==> config.mk <==
export PLATFORM = sky130hd
export DESIGN_NAME = larson_scan_ctrl
export DESIGN_NICKNAME = d
export VERILOG_FILES = /design/src/rtl/larson_pkg.sv /design/src/rtl/larson_prescaler.sv /design/src/rtl/larson_scan_ctrl.sv
export SDC_FILE = /design/constraint.sdc
export NUM_CORES = 1
export LEC_CHECK = 0
export ABC_CLOCK_PERIOD_IN_PS = 2800
export CORE_ASPECT_RATIO = 0.9
export CORE_MARGIN = 8
export CORE_UTILIZATION = 35
export CTS_CLUSTER_DIAMETER = 100
export DETAILED_ROUTE_END_ITERATION = 8
export GPL_TIMING_DRIVEN = 0
export PLACE_DENSITY = 0.62
export SYNTH_ARGS = -nofsm -noshare
export SYNTH_HDL_FRONTEND = slang
export SYNTH_SLANG_ARGS = --single-unit
==> constraint.sdc <==
create_clock -name i_clk -period 2.8 [get_ports i_clk]
set_input_delay 0.56 -clock i_clk [delete_from_list [all_inputs] [get_ports i_clk]]
set_output_delay 0.56 -clock i_clk [all_outputs]
set_load 0.03 [all_outputs]
==> src/rtl/larson_pkg.sv <==
// Shared types for the scanning light bar sequencer.
// Holds the scan FSM encoding and the dwell counter width.
package larson_pkg;

  typedef enum logic [2:0] {
    IDLE,
    UP,
    HOLD_HI,
    DOWN,
    HOLD_LO
  } scan_state_t;

  localparam int DWELL_W = 4;

endpackage

==> src/rtl/larson_prescaler.sv <==
// Step prescaler for the light bar sequencer.
// Counts to a live divider value and pulses step for one cycle.
module larson_prescaler #(
  parameter int DIV_W = 16
) (
  input  logic             clk,
  input  logic             rst_n,
  input  logic             clr,
  input  logic             en,
  input  logic [DIV_W-1:0] div,
  output logic             step
);

  logic [DIV_W-1:0] cnt;

  // >= rather than == so a divider lowered below cnt fires at once
  assign step = en && (cnt >= div);

  // Period counter, wraps to zero on each step
  always_ff @(posedge clk) begin
    if (!rst_n || clr) begin
      cnt <= '0;
    end else if (en) begin
      cnt <= step ? '0 : cnt + 1'b1;
    end
  end

endmodule

==> src/rtl/larson_scan_ctrl.sv <==
// Knight-Rider style scan sequencer with endpoint dwell and wrap mode.
// Owns the scan FSM, LED position and dwell counter; outputs registered.
module larson_scan_ctrl
  import larson_pkg::*;
#(
  parameter int N_LEDS = 8,
  parameter int DIV_W  = 16,
  parameter int DWELL  = 0
) (
  input  logic                      i_clk,
  input  logic                      i_rst_n,
  input  logic                      i_en,
  input  logic [DIV_W-1:0]          i_div,
  input  logic                      i_mode_wrap,
  output logic [N_LEDS-1:0]         o_leds,
  output logic [$clog2(N_LEDS)-1:0] o_pos,
  output logic                      o_dir,
  output logic                      o_tick,
  output logic                      o_busy
);

  localparam int POS_W = $clog2(N_LEDS);

  localparam logic [POS_W-1:0] P_TOP =
    POS_W'(N_LEDS - 1);
  localparam logic [POS_W-1:0] P_TOP_M1 =
    POS_W'(N_LEDS - 2);
  localparam logic [POS_W-1:0] P_ONE =
    POS_W'(1);

  localparam bit HAS_DWELL = (DWELL > 0);
  localparam logic [DWELL_W-1:0] DW_INIT =
    DWELL_W'(DWELL > 0 ? DWELL - 1 : 0);

  localparam logic [N_LEDS-1:0] LED0 =
    {{(N_LEDS-1){1'b0}}, 1'b1};

  scan_state_t        state, state_n;
  logic [POS_W-1:0]   pos_q, pos_n;
  logic               dir_n;
  logic [DWELL_W-1:0] dwl_q, dwl_n;
  logic               tick_n;
  logic [N_LEDS-1:0]  leds_n;
  logic               step;
  logic               pre_clr;
  logic               pre_en;

  assign pre_en  = (state != IDLE);
  assign pre_clr = (state == IDLE) || !i_en;

  larson_prescaler #(
    .DIV_W(DIV_W)
  ) u_pre (
    .clk  (i_clk),
    .rst_n(i_rst_n),
    .clr  (pre_clr),
    .en   (pre_en),
    .div  (i_div),
    .step (step)
  );

  // Next-state, position, direction and dwell logic
  always_comb begin
    state_n = state;
    pos_n   = pos_q;
    dir_n   = o_dir;
    dwl_n   = dwl_q;
    tick_n  = 1'b0;
    if (!i_en) begin
      state_n = IDLE;
      pos_n   = '0;
      dir_n   = 1'b0;
      dwl_n   = '0;
    end else begin
      unique case (state)
        IDLE: begin
          state_n = UP;
          pos_n   = '0;
          dir_n   = 1'b0;
        end
        UP: if (step) begin
          tick_n = 1'b1;
          if (pos_q != P_TOP) begin
            pos_n = pos_q + 1'b1;
          end else if (i_mode_wrap) begin
            pos_n = '0;
          end else if (HAS_DWELL) begin
            state_n = HOLD_HI;
            dwl_n   = DW_INIT;
          end else begin
            state_n = DOWN;
            pos_n   = P_TOP_M1;
            dir_n   = 1'b1;
          end
        end
        HOLD_HI: if (step) begin
          tick_n = 1'b1;
          if (dwl_q == '0) begin
            state_n = DOWN;
            pos_n   = P_TOP_M1;
            dir_n   = 1'b1;
          end else begin
            dwl_n = dwl_q - 1'b1;
          end
        end
        DOWN: if (step) begin
          tick_n = 1'b1;
          if (pos_q != '0) begin
            pos_n = pos_q - 1'b1;
          end else if (HAS_DWELL) begin
            state_n = HOLD_LO;
            dwl_n   = DW_INIT;
          end else begin
            state_n = UP;
            pos_n   = P_ONE;
            dir_n   = 1'b0;
          end
        end
        HOLD_LO: if (step) begin
          tick_n = 1'b1;
          if (dwl_q == '0) begin
            state_n = UP;
            pos_n   = P_ONE;
            dir_n   = 1'b0;
          end else begin
            dwl_n = dwl_q - 1'b1;
          end
        end
        default: state_n = IDLE;
      endcase
    end
    leds_n = '0;
    if (state_n != IDLE) begin
      leds_n = LED0 << pos_n;
    end
  end

  // State and registered outputs
  always_ff @(posedge i_clk) begin
    if (!i_rst_n) begin
      state  <= IDLE;
      pos_q  <= '0;
      o_dir  <= 1'b0;
      dwl_q  <= '0;
      o_tick <= 1'b0;
      o_leds <= '0;
      o_busy <= 1'b0;
    end else begin
      state  <= state_n;
      pos_q  <= pos_n;
      o_dir  <= dir_n;
      dwl_q  <= dwl_n;
      o_tick <= tick_n;
      o_leds <= leds_n;
      o_busy <= (state_n != IDLE);
    end
  end

  assign o_pos = pos_q;

endmodule

==> impl_results.rst, run 1 <==
.. list-table::
   :header-rows: 1

   * - Metric
     - Value
   * - Routability Congestion
     - between 0.8 and 0.9
   * - Post-synth cell types
     - 50
   * - Run status
     - finished clean
   * - Detailed-routing iteration count for the pre-antenna-repair pass
     - 4
   * - Buffer levels on the longest clock path
     - 2
   * - Period utilisation layout
     - between 90% and 100%
   * - Min setup slack post-route
     - between 80 and 90 ps
   * - Cells along the critical path
     - clkdlybuf4s50_1, inv_1, ha_4, nand4_4, nor3_4, o311ai_4, and3_4, o211ai_1, buf_4, nand3_1, nor4_2
   * - Hold path depth
     - 1
   * - Hold WC Path Type
     - flop to flop
   * - Number of synthesized flops with an enable pin
     - 0
   * - Number of ports placed on the die boundary
     - 34
   * - Drt total wl
     - between 5000 and 6000 um
   * - Cts bufs inserted
     - 5
   * - Yosys top cell area share
     - 33.5%
   * - Count of state elements after synthesis
     - 37
   * - End point of the most critical hold path
     - u_pre.cnt[0]
   * - Util after Layout
     - approximately half
   * - Initial drt markers
     - 128
   * - Total nets after synthesis
     - approximately 300
   * - Clock tree from TritonCTS
     - yes
   * - Setup slack, reg-to-reg
     - around 260 ps
   * - Post-layout instance count excluding filler cells
     - slightly below 400
   * - Highest ir drop seen on vdd
     - around 180 uV
   * - Largest driver fanout on the critical path
     - 4
   * - Relative contribution of combinational cells to total power
     - between 10% and 20%
   * - DRT antenna net count
     - 0
   * - Placed cell count
     - around 380
   * - Antenna fix cells
     - 0
   * - Placement Rows
     - 27
   * - Share of cells above drive strength 1
     - between 15 and 20%
   * - Length in cells of the worst reg-to-reg path
     - 8
   * - Top_reg_cell synth
     - sky130_fd_sc_hd__dfxtp_1
   * - Final-stage net count
     - 343
   * - Initial Util
     - 36.2%
   * - Number of max-capacitance violations reported
     - 0
   * - Clk pin slew, worst setup/hold paths
     - ~70 ps
   * - Global-route wire length before repair
     - about 8400 um
   * - Leading area contributor after synthesis
     - sky130_fd_sc_hd__dfxtp_1
   * - Die footprint
     - a little over 9000 um2
   * - Number of global-route vias before repair
     - ~1800
   * - Clock latency on the worst-skew pair
     - 290 ps
   * - Endpoint of the worst-slack reg-to-reg timing path
     - o_leds[6]
   * - Slew margin rel.
     - 53.5%
   * - Fin. max-slew vios
     - 0
   * - Arrival @ worst endpoint
     - a little under 3000 ps
   * - HPWL after DPL
     - roughly 3700 um
   * - Final setup violation count
     - 0
   * - FMAX
     - 369 MHz
   * - Sw power
     - between 0.2 and 0.25 mW
   * - Hold-fix buffers, CTS
     - 0
   * - YS warnings
     - 0
   * - Largest net degree at the start of global routing
     - 13
   * - Die extent in x
     - around 100 um
   * - Leading post-synthesis cells by cell area
     - sky130_fd_sc_hd__dfxtp_1 (33%), sky130_fd_sc_hd__ha_1 (13%), sky130_fd_sc_hd__nor2_1 (5.8%)
   * - Critical path launch point type
     - primary input
   * - I/O Buffers
     - 33
   * - Required time at the endpoint of the critical path
     - between 2000 and 3000 ps
   * - Critical-path cell with the highest stage delay
     - sky130_fd_sc_hd__clkdlybuf4s50_1
   * - Max incr delay on CP
     - between 400 and 500 ps
   * - Shortest clock period the worst path allows after layout
     - 2710 ps
   * - Pre-CTS WS
     - -477 ps
   * - Post-synthesis cell area
     - ~2200 um2
   * - Hold path startpoint
     - u_pre.cnt[0]
   * - Hold WS
     - 462 ps
   * - Final count of hold timing violations
     - 0
   * - CTS root buf
     - sky130_fd_sc_hd__clkbuf_8
   * - Number of levels the H-tree was split into
     - 2
   * - Part of the total power dissipated in the clock network
     - 36.7%
   * - Power density cells
     - approximately 330 nW/um2
   * - Post-synth ARST share
     - 0%
   * - Via count
     - ~1900
   * - Total global-route track usage
     - between 10% and 20%
   * - Floorplan die height
     - slightly above 90 um
   * - DRC
     - 0
   * - Synth-to-layout area growth
     - 34.6%
   * - Clock Sinks
     - 37
   * - Number of inserted filler cells in the final layout
     - ~600
   * - Switching share of power
     - around a quarter
   * - Power Internal
     - 0.752 mW
   * - Core region area
     - just over 6000 um2
   * - Setup clock skew after layout
     - 14.6 ps
   * - Leak Pwr
     - between 1 and 1.5 nW
   * - Total global routing overflow
     - 0
   * - Post-synthesis cell count
     - roughly 260
   * - Number of antenna violations at the first check in global routing
     - 0
   * - Startpoint of the most critical register-to-register path
     - o_pos[0]
   * - Average wire per standard cell
     - around 13 um
   * - Sequential fraction of the synthesis area
     - between 30 and 40%
   * - Sequential cell fraction of total power
     - 53.2%
   * - Transition time at the pin with the least slew margin
     - around 690 ps
   * - Average footprint of a synthesized cell
     - slightly below 9 um2
   * - Avg Vias per Cell
     - about 4.9
   * - Crit end category
     - flop
   * - Critical path start-end classification
     - primary input to flop
## synth_stat cells (3+ instances only)
cell type,number
sky130_fd_sc_hd__and3_1,7
sky130_fd_sc_hd__and2_1,3
sky130_fd_sc_hd__a31oi_1,4
sky130_fd_sc_hd__o21ai_0,6
sky130_fd_sc_hd__a21o_1,3
sky130_fd_sc_hd__inv_1,28
sky130_fd_sc_hd__nor4_1,3
sky130_fd_sc_hd__xor2_1,13
sky130_fd_sc_hd__nand3_1,16
sky130_fd_sc_hd__ha_1,23
sky130_fd_sc_hd__dfxtp_1,37
sky130_fd_sc_hd__nor3_1,4
sky130_fd_sc_hd__xnor2_1,6
sky130_fd_sc_hd__a21oi_1,9
sky130_fd_sc_hd__nand2_1,14
sky130_fd_sc_hd__nor2_1,34
sky130_fd_sc_hd__nand4_1,4
## metrics by stage
stage	power (mW)	area, um2	setup TNS [ps]
2_1_floorplan	0.588	2210	0
3_3_place_gp	0.629	2650	-8410
3_5_place_dp	0.630	2650	-8730
4_1_cts	1.00	2810	0
5_1_grt	1.05	2980	-62.2
6_report	0.998	2980	0
## cells in the final DEF (no fill, tap or decap), types with 2 or more instances in the layout
master / count
sky130_fd_sc_hd__dfxtp_1: 37
sky130_fd_sc_hd__nor2_1: 34
sky130_fd_sc_hd__clkdlybuf4s50_1: 29
sky130_fd_sc_hd__inv_1: 24
sky130_fd_sc_hd__ha_1: 17
sky130_fd_sc_hd__nand3_1: 16
sky130_fd_sc_hd__xor2_1: 13
sky130_fd_sc_hd__nand2_1: 12
sky130_fd_sc_hd__a21oi_1: 8
sky130_fd_sc_hd__o21ai_0: 6
sky130_fd_sc_hd__and3_1: 6
sky130_fd_sc_hd__xnor2_1: 6
sky130_fd_sc_hd__ha_4: 6
sky130_fd_sc_hd__buf_4: 5
sky130_fd_sc_hd__clkbuf_8: 5
sky130_fd_sc_hd__inv_2: 4
sky130_fd_sc_hd__nand4_1: 4
sky130_fd_sc_hd__dlymetal6s2s_1: 4
sky130_fd_sc_hd__buf_6: 3
sky130_fd_sc_hd__and2_1: 3
sky130_fd_sc_hd__nor3b_2: 3
sky130_fd_sc_hd__a21o_1: 3
sky130_fd_sc_hd__nor3_1: 3
sky130_fd_sc_hd__nand2_2: 2
sky130_fd_sc_hd__nor3_4: 2
sky130_fd_sc_hd__nor2b_1: 2
sky130_fd_sc_hd__a31oi_1: 2
sky130_fd_sc_hd__or3_1: 2
sky130_fd_sc_hd__nor2_2: 2
sky130_fd_sc_hd__buf_1: 2
sky130_fd_sc_hd__nor4_1: 2
sky130_fd_sc_hd__a211oi_1: 2
sky130_fd_sc_hd__a32oi_4: 2
sky130_fd_sc_hd__clkinv_2: 2
## sequential cells by signal (all words and copies together), names as in the netlist
name	flops
u_pre.cnt	16
o_leds	8
state	3
o_tick	1
o_pos	3
dwl_q	4
o_busy	1
o_dir	1
## kinds of logic (layout without fill, tap and decap cells)
logic type / Yosys count / in the layout / share of synthesized area [%]
compound gates: 39 / 39 / 14.0
fa+ha+maj: 23 / 23 / 13.0
xor+xnor: 19 / 19 / 7.52
simple gates: 102 / 102 / 25.0
buf+inv: 34 / 80 / 6.50
mux: 1 / 1 / 0.453
flops: 37 / 37 / 33.5
## worst max-delay path by stage
| stage | startpoint | endpoint | slack [ps] |
|---|---|---|---|
| after global placement | i_div[14] | o_leds[0] | -480 |
| after detailed placement | i_div[14] | o_leds[0] | -480 |
| after global routing | i_div[12] | o_leds[6] | -60 |
| after floorplan | i_div[1] | u_pre.cnt[10] | 320 |
| final | i_div[12] | o_leds[6] | 90 |
| after CTS | i_div[1] | o_leds[0] | 5 |
## worst max-delay path, delay by kind of cell
family | cells | cell delay, ps
compound gates | 2 | 480
fa+ha+maj | 1 | 270
buf+inv | 3 | 690
simple gates | 5 | 900
## layout make-up
class / instances / area, um2 / share of cell area, %
buffer: 6 / 41.3 / 1.39
clock buffer: 5 / 68.8 / 2.31
clock inverter: 3 / 17.5 / 0.588
inverter: 28 / 105 / 3.53
multi-input combinational: 184 / 1510 / 50.8
sequential: 37 / 741 / 24.9
tap: 87 / 109 / 3.66
timing repair buffer: 38 / 382 / 12.8
## layer usage
layer	track usage, %	wire length, um
met4	3.78	60
met3	3.36	388
met1	13.9	2380
met5	0	0
met2	17.5	2220
## timing repair
action | 4_1_cts | 5_1_grt
setup buffers | 3 | 2
pin swaps | 8 | 20
endpoints found under the hold margin | 0 | 0
resized for setup | 9 | 25
setup endpoints to repair | 18 | 20
## power by group through the flow
stage | sequential (mW) | clock [mW] | combinational (mW)
3_5_place_dp | 0.543 | 0 | 0.0870
2_1_floorplan | 0.547 | 0 | 0.0410
4_1_cts | 0.531 | 0.381 | 0.0908
6_report | 0.531 | 0.366 | 0.101
3_3_place_gp | 0.543 | 0 | 0.0858
5_1_grt | 0.531 | 0.404 | 0.111
Power figures use the tool's default switching activity.
==> inputs of run 2 (changes only) <==
ABC_CLOCK_PERIOD_IN_PS = 2600   (was 2800)
clock period = 2.6 ns   (was 2.8 ns; I/O delays follow)
==> impl_results.rst, run 2 (same netlist as run 1, synthesis figures left out) <==
.. list-table::
   :header-rows: 1

   * - Metric
     - Value
   * - Final-stage net count
     - 351
   * - Global-route wire length before repair
     - roughly 9000 um
   * - Final count of hold timing violations
     - 0
   * - Critical path start-end classification
     - primary input to flop
   * - Slew margin rel.
     - 49.9%
   * - FMAX
     - around 400 MHz
   * - DRC
     - 0
   * - Shortest clock period the worst path allows after layout
     - around 2500 ps
   * - Final standard cell area without fillers
     - about 3200 um2
   * - Initial Util
     - a little over a third
   * - Leak Pwr
     - roughly 1.3 nW
   * - Top Registers
     - u_pre.cnt: 16 flops, o_leds: 8 flops, dwl_q: 4 flops
   * - Number of inserted filler cells in the final layout
     - 565
   * - Arrival @ worst endpoint
     - between 2000 and 3000 ps
   * - Crit end category
     - flop
   * - Max incr delay on CP
     - 380 ps
   * - Detailed-routing iteration count for the pre-antenna-repair pass
     - 4
   * - Average wire per standard cell
     - roughly 14 um
   * - Clock Sinks
     - 37
   * - Transition time at the pin with the least slew margin
     - 749 ps
   * - CTS root buf
     - sky130_fd_sc_hd__clkbuf_8
   * - Clk pin slew, worst setup/hold paths
     - ~80 ps
   * - Share of cells above drive strength 1
     - 25.2%
   * - Total global routing overflow
     - 0
   * - Routability Congestion
     - just under 0.9
   * - Startpoint of the most critical register-to-register path
     - u_pre.cnt[1]
   * - Cell area reported after detailed placement
     - about 2700 um2
   * - Power density cells
     - around 340 nW/um2
   * - Setup clock skew after layout
     - 13.9 ps
   * - Number of ports placed on the die boundary
     - 34
   * - Total global-route track usage
     - 11.8%
   * - Via count
     - just under 2000
   * - Final setup violation count
     - 0
   * - Most common library cell in the layout ignoring fill and taps
     - sky130_fd_sc_hd__dfxtp_1
   * - Min setup slack post-route
     - between 70 and 80 ps
   * - Sequential cell area in the final layout
     - approximately 740 um2
   * - Fin. max-slew vios
     - 0
   * - Required time at the endpoint of the critical path
     - roughly 2800 ps
   * - Part of the total power dissipated in the clock network
     - a little over a third
   * - Leading cell types in the layout, fill and taps excluded
     - sky130_fd_sc_hd__dfxtp_1 (37), sky130_fd_sc_hd__nor2_1 (32), sky130_fd_sc_hd__clkdlybuf4s50_1 (21)
   * - Switching share of power
     - 25.1%
   * - Floorplan die height
     - approximately 90 um
   * - Pre-CTS WS
     - -637 ps
   * - Die extent in x
     - roughly 100 um
   * - Die footprint
     - 9120 um2
   * - Cell with the most instances on the worst path
     - sky130_fd_sc_hd__a32oi_4
   * - Drt total wl
     - about 5400 um
   * - Buffer levels on the longest clock path
     - 2
   * - Avg Vias per Cell
     - 4.92
   * - Sw power
     - about 0.27 mW
   * - Largest net degree at the start of global routing
     - 13
   * - Top reg by flops
     - u_pre.cnt
   * - Run status
     - finished clean
   * - Length in cells of the worst reg-to-reg path
     - 9
   * - Cells along the critical path
     - clkdlybuf4s15_1, inv_2, ha_4, nor2b_4, o211a_1, o311ai_4, nand4_1, a32oi_4, a32oi_4, buf_6, nor4_2
   * - Core region area
     - 6110 um2
   * - Critical-path cell with the highest stage delay
     - sky130_fd_sc_hd__o311ai_4
   * - Synth-to-layout area growth
     - 43.6%
   * - I/O Buffers
     - 33
   * - Period utilisation layout
     - 97.3%
   * - Highest ir drop seen on vdd
     - roughly 200 uV
   * - Max FFs per register
     - 16
   * - Number of antenna violations at the first check in global routing
     - 0
   * - Relative contribution of combinational cells to total power
     - between 10 and 15%
   * - Critical path launch point type
     - primary input
   * - Number of max-capacitance violations reported
     - 0
   * - Cts bufs inserted
     - 5
   * - Power Internal
     - a little over 0.8 mW
   * - Source of the critical timing path
     - i_div[1]
   * - Sequential cell fraction of total power
     - a little over half
   * - HPWL after DPL
     - 3680 um
   * - Hold WC Path Type
     - flop to flop
   * - Clock tree from TritonCTS
     - yes
   * - Hold path depth
     - 1
   * - Number of global-route vias before repair
     - 1924
   * - Hold path startpoint
     - u_pre.cnt[0]
   * - Number of levels the H-tree was split into
     - 2
   * - Antenna fix cells
     - 0
   * - Initial drt markers
     - between 200 and 250
   * - Clock latency on the worst-skew pair
     - slightly below 300 ps
   * - Multi-input gate area in the final layout
     - about 1600 um2
   * - Largest driver fanout on the critical path
     - 6
   * - DRT antenna net count
     - 0
   * - Placement Rows
     - 27
-- run 2: cell types whose count changed in the layout (fill, tap and decap cells not counted), sizes merged --
cell / previous run / this run
dlygate4sd2: 0 / 4
buf: 10 / 18
clkdlybuf4s15: 0 / 1
clkdlybuf4s50: 29 / 21
dlymetal6s2s: 4 / 7
-- run 2: worst paths after layout --
path / slack (ps) / to
worst min register to register: 460 / u_pre.cnt[0]
worst max register to register: 140 / o_leds[7]
worst min-delay path: 460 / u_pre.cnt[0]
worst max-delay path: 70 / o_leds[7]
-- run 2: cell type report --
type / instances / area share [%]
timing repair buffer: 46 / 14.2
tap: 87 / 3.43
clock inverter: 3 / 0.552
multi-input combinational: 184 / 51.6
clock buffer: 5 / 2.17
buffer: 6 / 1.42
inverter: 28 / 3.31
sequential: 37 / 23.3
-- run 2: per-layer routing --
metal	wire, um	global-route usage (%)
met5	0	0
met4	59	3.78
met1	2510	14.3
met2	2520	19.4
met3	323	3.36
-- run 2: worst max-delay path: cells and delay by family --
kind / cells / cell delay (ps)
AO/OA/AOI/OAI: 4 / 1040
AND/OR/NAND/NOR: 3 / 550
buffers and inverters: 3 / 380
adder cells (fa/ha/maj): 1 / 240
-- run 2: repair_timing --
action | in CTS | in global routing
hold endpoints to repair | 0 | 0
buffers inserted | 9 | 4
pin swaps | 25 | 18
resized for setup | 43 | 31
setup endpoints to repair | 28 | 19
hold buffers | 0 | 0
-- run 2: power by group through the flow --
stage          Combinational [mW]  Sequential, mW  Clock, mW
5_1_grt                     0.134           0.572      0.434
6_report                    0.123           0.572      0.394
3_5_place_dp               0.0937           0.585          0
4_1_cts                     0.115           0.572      0.410
2_1_floorplan              0.0442           0.589          0
3_3_place_gp               0.0924           0.585          0
-- run 2: per-stage QoR --
step                std cells  hold slack (ps)  power, mW  utilization [%]  TNS, ps
floorplan                 255              430      0.633                -        0
global placement          375              449      0.677             43.4   -14010
detailed placement        375              452      0.679             43.4   -14330
CTS                       392              470       1.10             49.7        0
global route              396              486       1.14             51.9    -86.0
finish                    396              462       1.09             51.9        0
==> inputs of run 3 (changes only) <==
ABC_CLOCK_PERIOD_IN_PS = 3000   (was 2600)
clock period = 3 ns   (was 2.6 ns; I/O delays follow)
==> impl_results.rst, run 3 (same netlist as run 1, synthesis figures left out) <==
.. list-table::
   :header-rows: 1

   * - Metric
     - Value
   * - Core region area
     - between 6000 and 7000 um2
   * - Power density cells
     - between 300 and 400 nW/um2
   * - Final count of hold timing violations
     - 0
   * - Number of inserted filler cells in the final layout
     - 620
   * - Buffering stage count on the worst path with inverters included
     - 4
   * - DRC
     - 0
   * - Floorplan die height
     - 91.4 um
   * - Transition time at the pin with the least slew margin
     - just under 700 ps
   * - Switching share of power
     - roughly a quarter
   * - Number of antenna violations at the first check in global routing
     - 0
   * - Placement Rows
     - 27
   * - Critical path launch point type
     - primary input
   * - Final standard cell area without fillers
     - 2810 um2
   * - Leading cell types in the layout, fill and taps excluded
     - sky130_fd_sc_hd__dfxtp_1 (37), sky130_fd_sc_hd__nor2_1 (34), sky130_fd_sc_hd__clkdlybuf4s50_1 (33)
   * - Leak Pwr
     - between 1 and 1.5 nW
   * - Clock Sinks
     - 37
   * - HPWL after DPL
     - between 3000 and 4000 um
   * - Largest driver fanout on the critical path
     - 10
   * - Clock latency on the worst-skew pair
     - 290 ps
   * - Largest delay contributor family on the critical path
     - buffers and inverters
   * - Sw power
     - approximately 0.22 mW
   * - Buffer levels on the longest clock path
     - 2
   * - Number of levels the H-tree was split into
     - 2
   * - Period utilisation layout
     - around 95%
   * - Post-Route Setup TNS
     - 0 ps
   * - Hold-fix buffers, CTS
     - 0
   * - Avg Vias per Cell
     - 4.89
   * - Sequential cell fraction of total power
     - between 50% and 60%
   * - Top reg by flops
     - u_pre.cnt
   * - Util after Layout
     - between 40% and 50%
   * - Detailed-routing iteration count for the pre-antenna-repair pass
     - 4
   * - Synth-to-layout area growth
     - 27.1%
   * - Drt total wl
     - around 4800 um
   * - Via count
     - roughly 1900
   * - Slew margin rel.
     - 54.3%
   * - Cts bufs inserted
     - 5
   * - Top Registers
     - u_pre.cnt: 16 flops, o_leds: 8 flops, dwl_q: 4 flops
   * - Arrival @ worst endpoint
     - about 3000 ps
   * - Clock tree from TritonCTS
     - yes
   * - Average wire per standard cell
     - roughly 13 um
   * - Critical path start-end classification
     - primary input to flop
   * - Number of ports placed on the die boundary
     - 34
   * - Cell area reported after detailed placement
     - 2650 um2
   * - Total global-route track usage
     - around 11%
   * - Total global routing overflow
     - 0
   * - Crit end category
     - flop
   * - FMAX
     - 350 MHz
   * - Required time at the endpoint of the critical path
     - roughly 3200 ps
   * - Hold WC Path Type
     - flop to flop
   * - Initial Util
     - around 36%
   * - Max incr delay on CP
     - roughly 450 ps
   * - Setup clock skew after layout
     - between 10 and 15 ps
   * - Max FFs per register
     - 16
   * - Initial drt markers
     - 180
   * - Relative contribution of combinational cells to total power
     - ~9.0%
   * - Highest ir drop seen on vdd
     - approximately 170 uV
   * - Post-layout instance count excluding filler cells
     - approximately 380
   * - Placed cell count
     - 375
   * - Clk pin slew, worst setup/hold paths
     - 70 ps
   * - Power Internal
     - 0.696 mW
   * - Share of cells above drive strength 1
     - a little over a tenth
   * - CTS root buf
     - sky130_fd_sc_hd__clkbuf_8
   * - Final-stage net count
     - 339
   * - Final setup violation count
     - 0
   * - Largest net degree at the start of global routing
     - 13
   * - Routability Congestion
     - approximately 0.88
   * - DRT antenna net count
     - 0
   * - Die extent in x
     - 99.8 um
   * - Antenna fix cells
     - 0
   * - Cell with the most instances on the worst path
     - sky130_fd_sc_hd__buf_4
   * - Shortest clock period the worst path allows after layout
     - around 2900 ps
   * - Number of global-route vias before repair
     - approximately 1800
   * - Fin. max-slew vios
     - 0
   * - Die footprint
     - between 9000 and 10000 um2
   * - Most common library cell in the layout ignoring fill and taps
     - sky130_fd_sc_hd__dfxtp_1
   * - Part of the total power dissipated in the clock network
     - about 37%
   * - Critical-path cell with the highest stage delay
     - sky130_fd_sc_hd__clkdlybuf4s50_1
   * - Cells along the critical path
     - clkdlybuf4s50_1, inv_1, ha_1, a21oi_1, a21boi_0, nor4_4, buf_4, nand3_4, buf_4, a22oi_2, and4b_1
   * - I/O Buffers
     - 33
   * - Global-route wire length before repair
     - around 8300 um
   * - Run status
     - finished clean
   * - Number of max-capacitance violations reported
     - 0
run 3: changes by cell type in the layout (fill, tap and decap cells not counted), sizes merged:
| cell | delta |
|---|---|
| buf | -12 |
| clkdlybuf4s50 | +12 |
| dlymetal6s2s | -7 |
| dlygate4sd2 | -4 |
| clkdlybuf4s15 | -1 |
run 3: area by class of cell:
cell class	instances	area [um2]	share of cell area, %
Multi-Input combinational cell	184	1390	49.5
Tap cell	87	109	3.87
Buffer	6	41.3	1.47
Clock inverter	3	17.5	0.623
Timing Repair Buffer	34	338	12.0
Inverter	28	105	3.74
Sequential cell	37	741	26.3
Clock buffer	5	68.8	2.45
run 3: power by group through the flow:
stage	clock network, mW	logic (mW)	registers, mW
6_report	0.341	0.0829	0.496
5_1_grt	0.377	0.0925	0.496
4_1_cts	0.355	0.0819	0.495
3_5_place_dp	0	0.0812	0.507
3_3_place_gp	0	0.0801	0.507
2_1_floorplan	0	0.0383	0.511
run 3: worst register-to-register path, stage by stage, from the launching register on:
cell and delay, ps:
sky130_fd_sc_hd__dfxtp_1 390, sky130_fd_sc_hd__ha_1 260, sky130_fd_sc_hd__ha_1 240, sky130_fd_sc_hd__a211oi_1 310, sky130_fd_sc_hd__o21ai_0 170, sky130_fd_sc_hd__a21o_1 180
sky130_fd_sc_hd__a22oi_1 300, sky130_fd_sc_hd__a22oi_2 200, sky130_fd_sc_hd__nor4b_2 280
run 3: path summary, 6_finish.rpt:
| check | start | to | slack (ps) | cells past startpoint |
|---|---|---|---|---|
| setup / recovery | i_div[14] | o_leds[5] | 140 | 11 |
| hold / removal | u_pre.cnt[0] | u_pre.cnt[0] | 460 | 1 |
| setup reg to reg | o_pos[0] | o_leds[4] | 570 | 8 |
| hold reg to reg | u_pre.cnt[0] | u_pre.cnt[0] | 460 | 1 |
run 3: through the flow:
stage | power [mW] | setup WS [ps] | hold slack (ps)
floorplan | 0.549 | 476 | 430
global placement | 0.587 | -321 | 449
detailed placement | 0.588 | -317 | 452
CTS | 0.933 | 36.7 | 470
global route | 0.965 | -1.13 | 486
finish | 0.919 | 145 | 462
run 3: per-layer routing:
layer,track usage [%],vias up,wire (um)
met2,17.5,50,2030
met3,3.36,5,386
li1,-,969,-
met1,13.9,854,2330
met4,3.78,0,57
met5,0,-,0
run 3: what timing repair did:
| action | CTS | global route |
|---|---|---|
| pin swaps | 0 | 5 |
| setup endpoints to repair | 1 | 12 |
| resized for setup | 1 | 11 |
| buffers inserted | 0 | 1 |
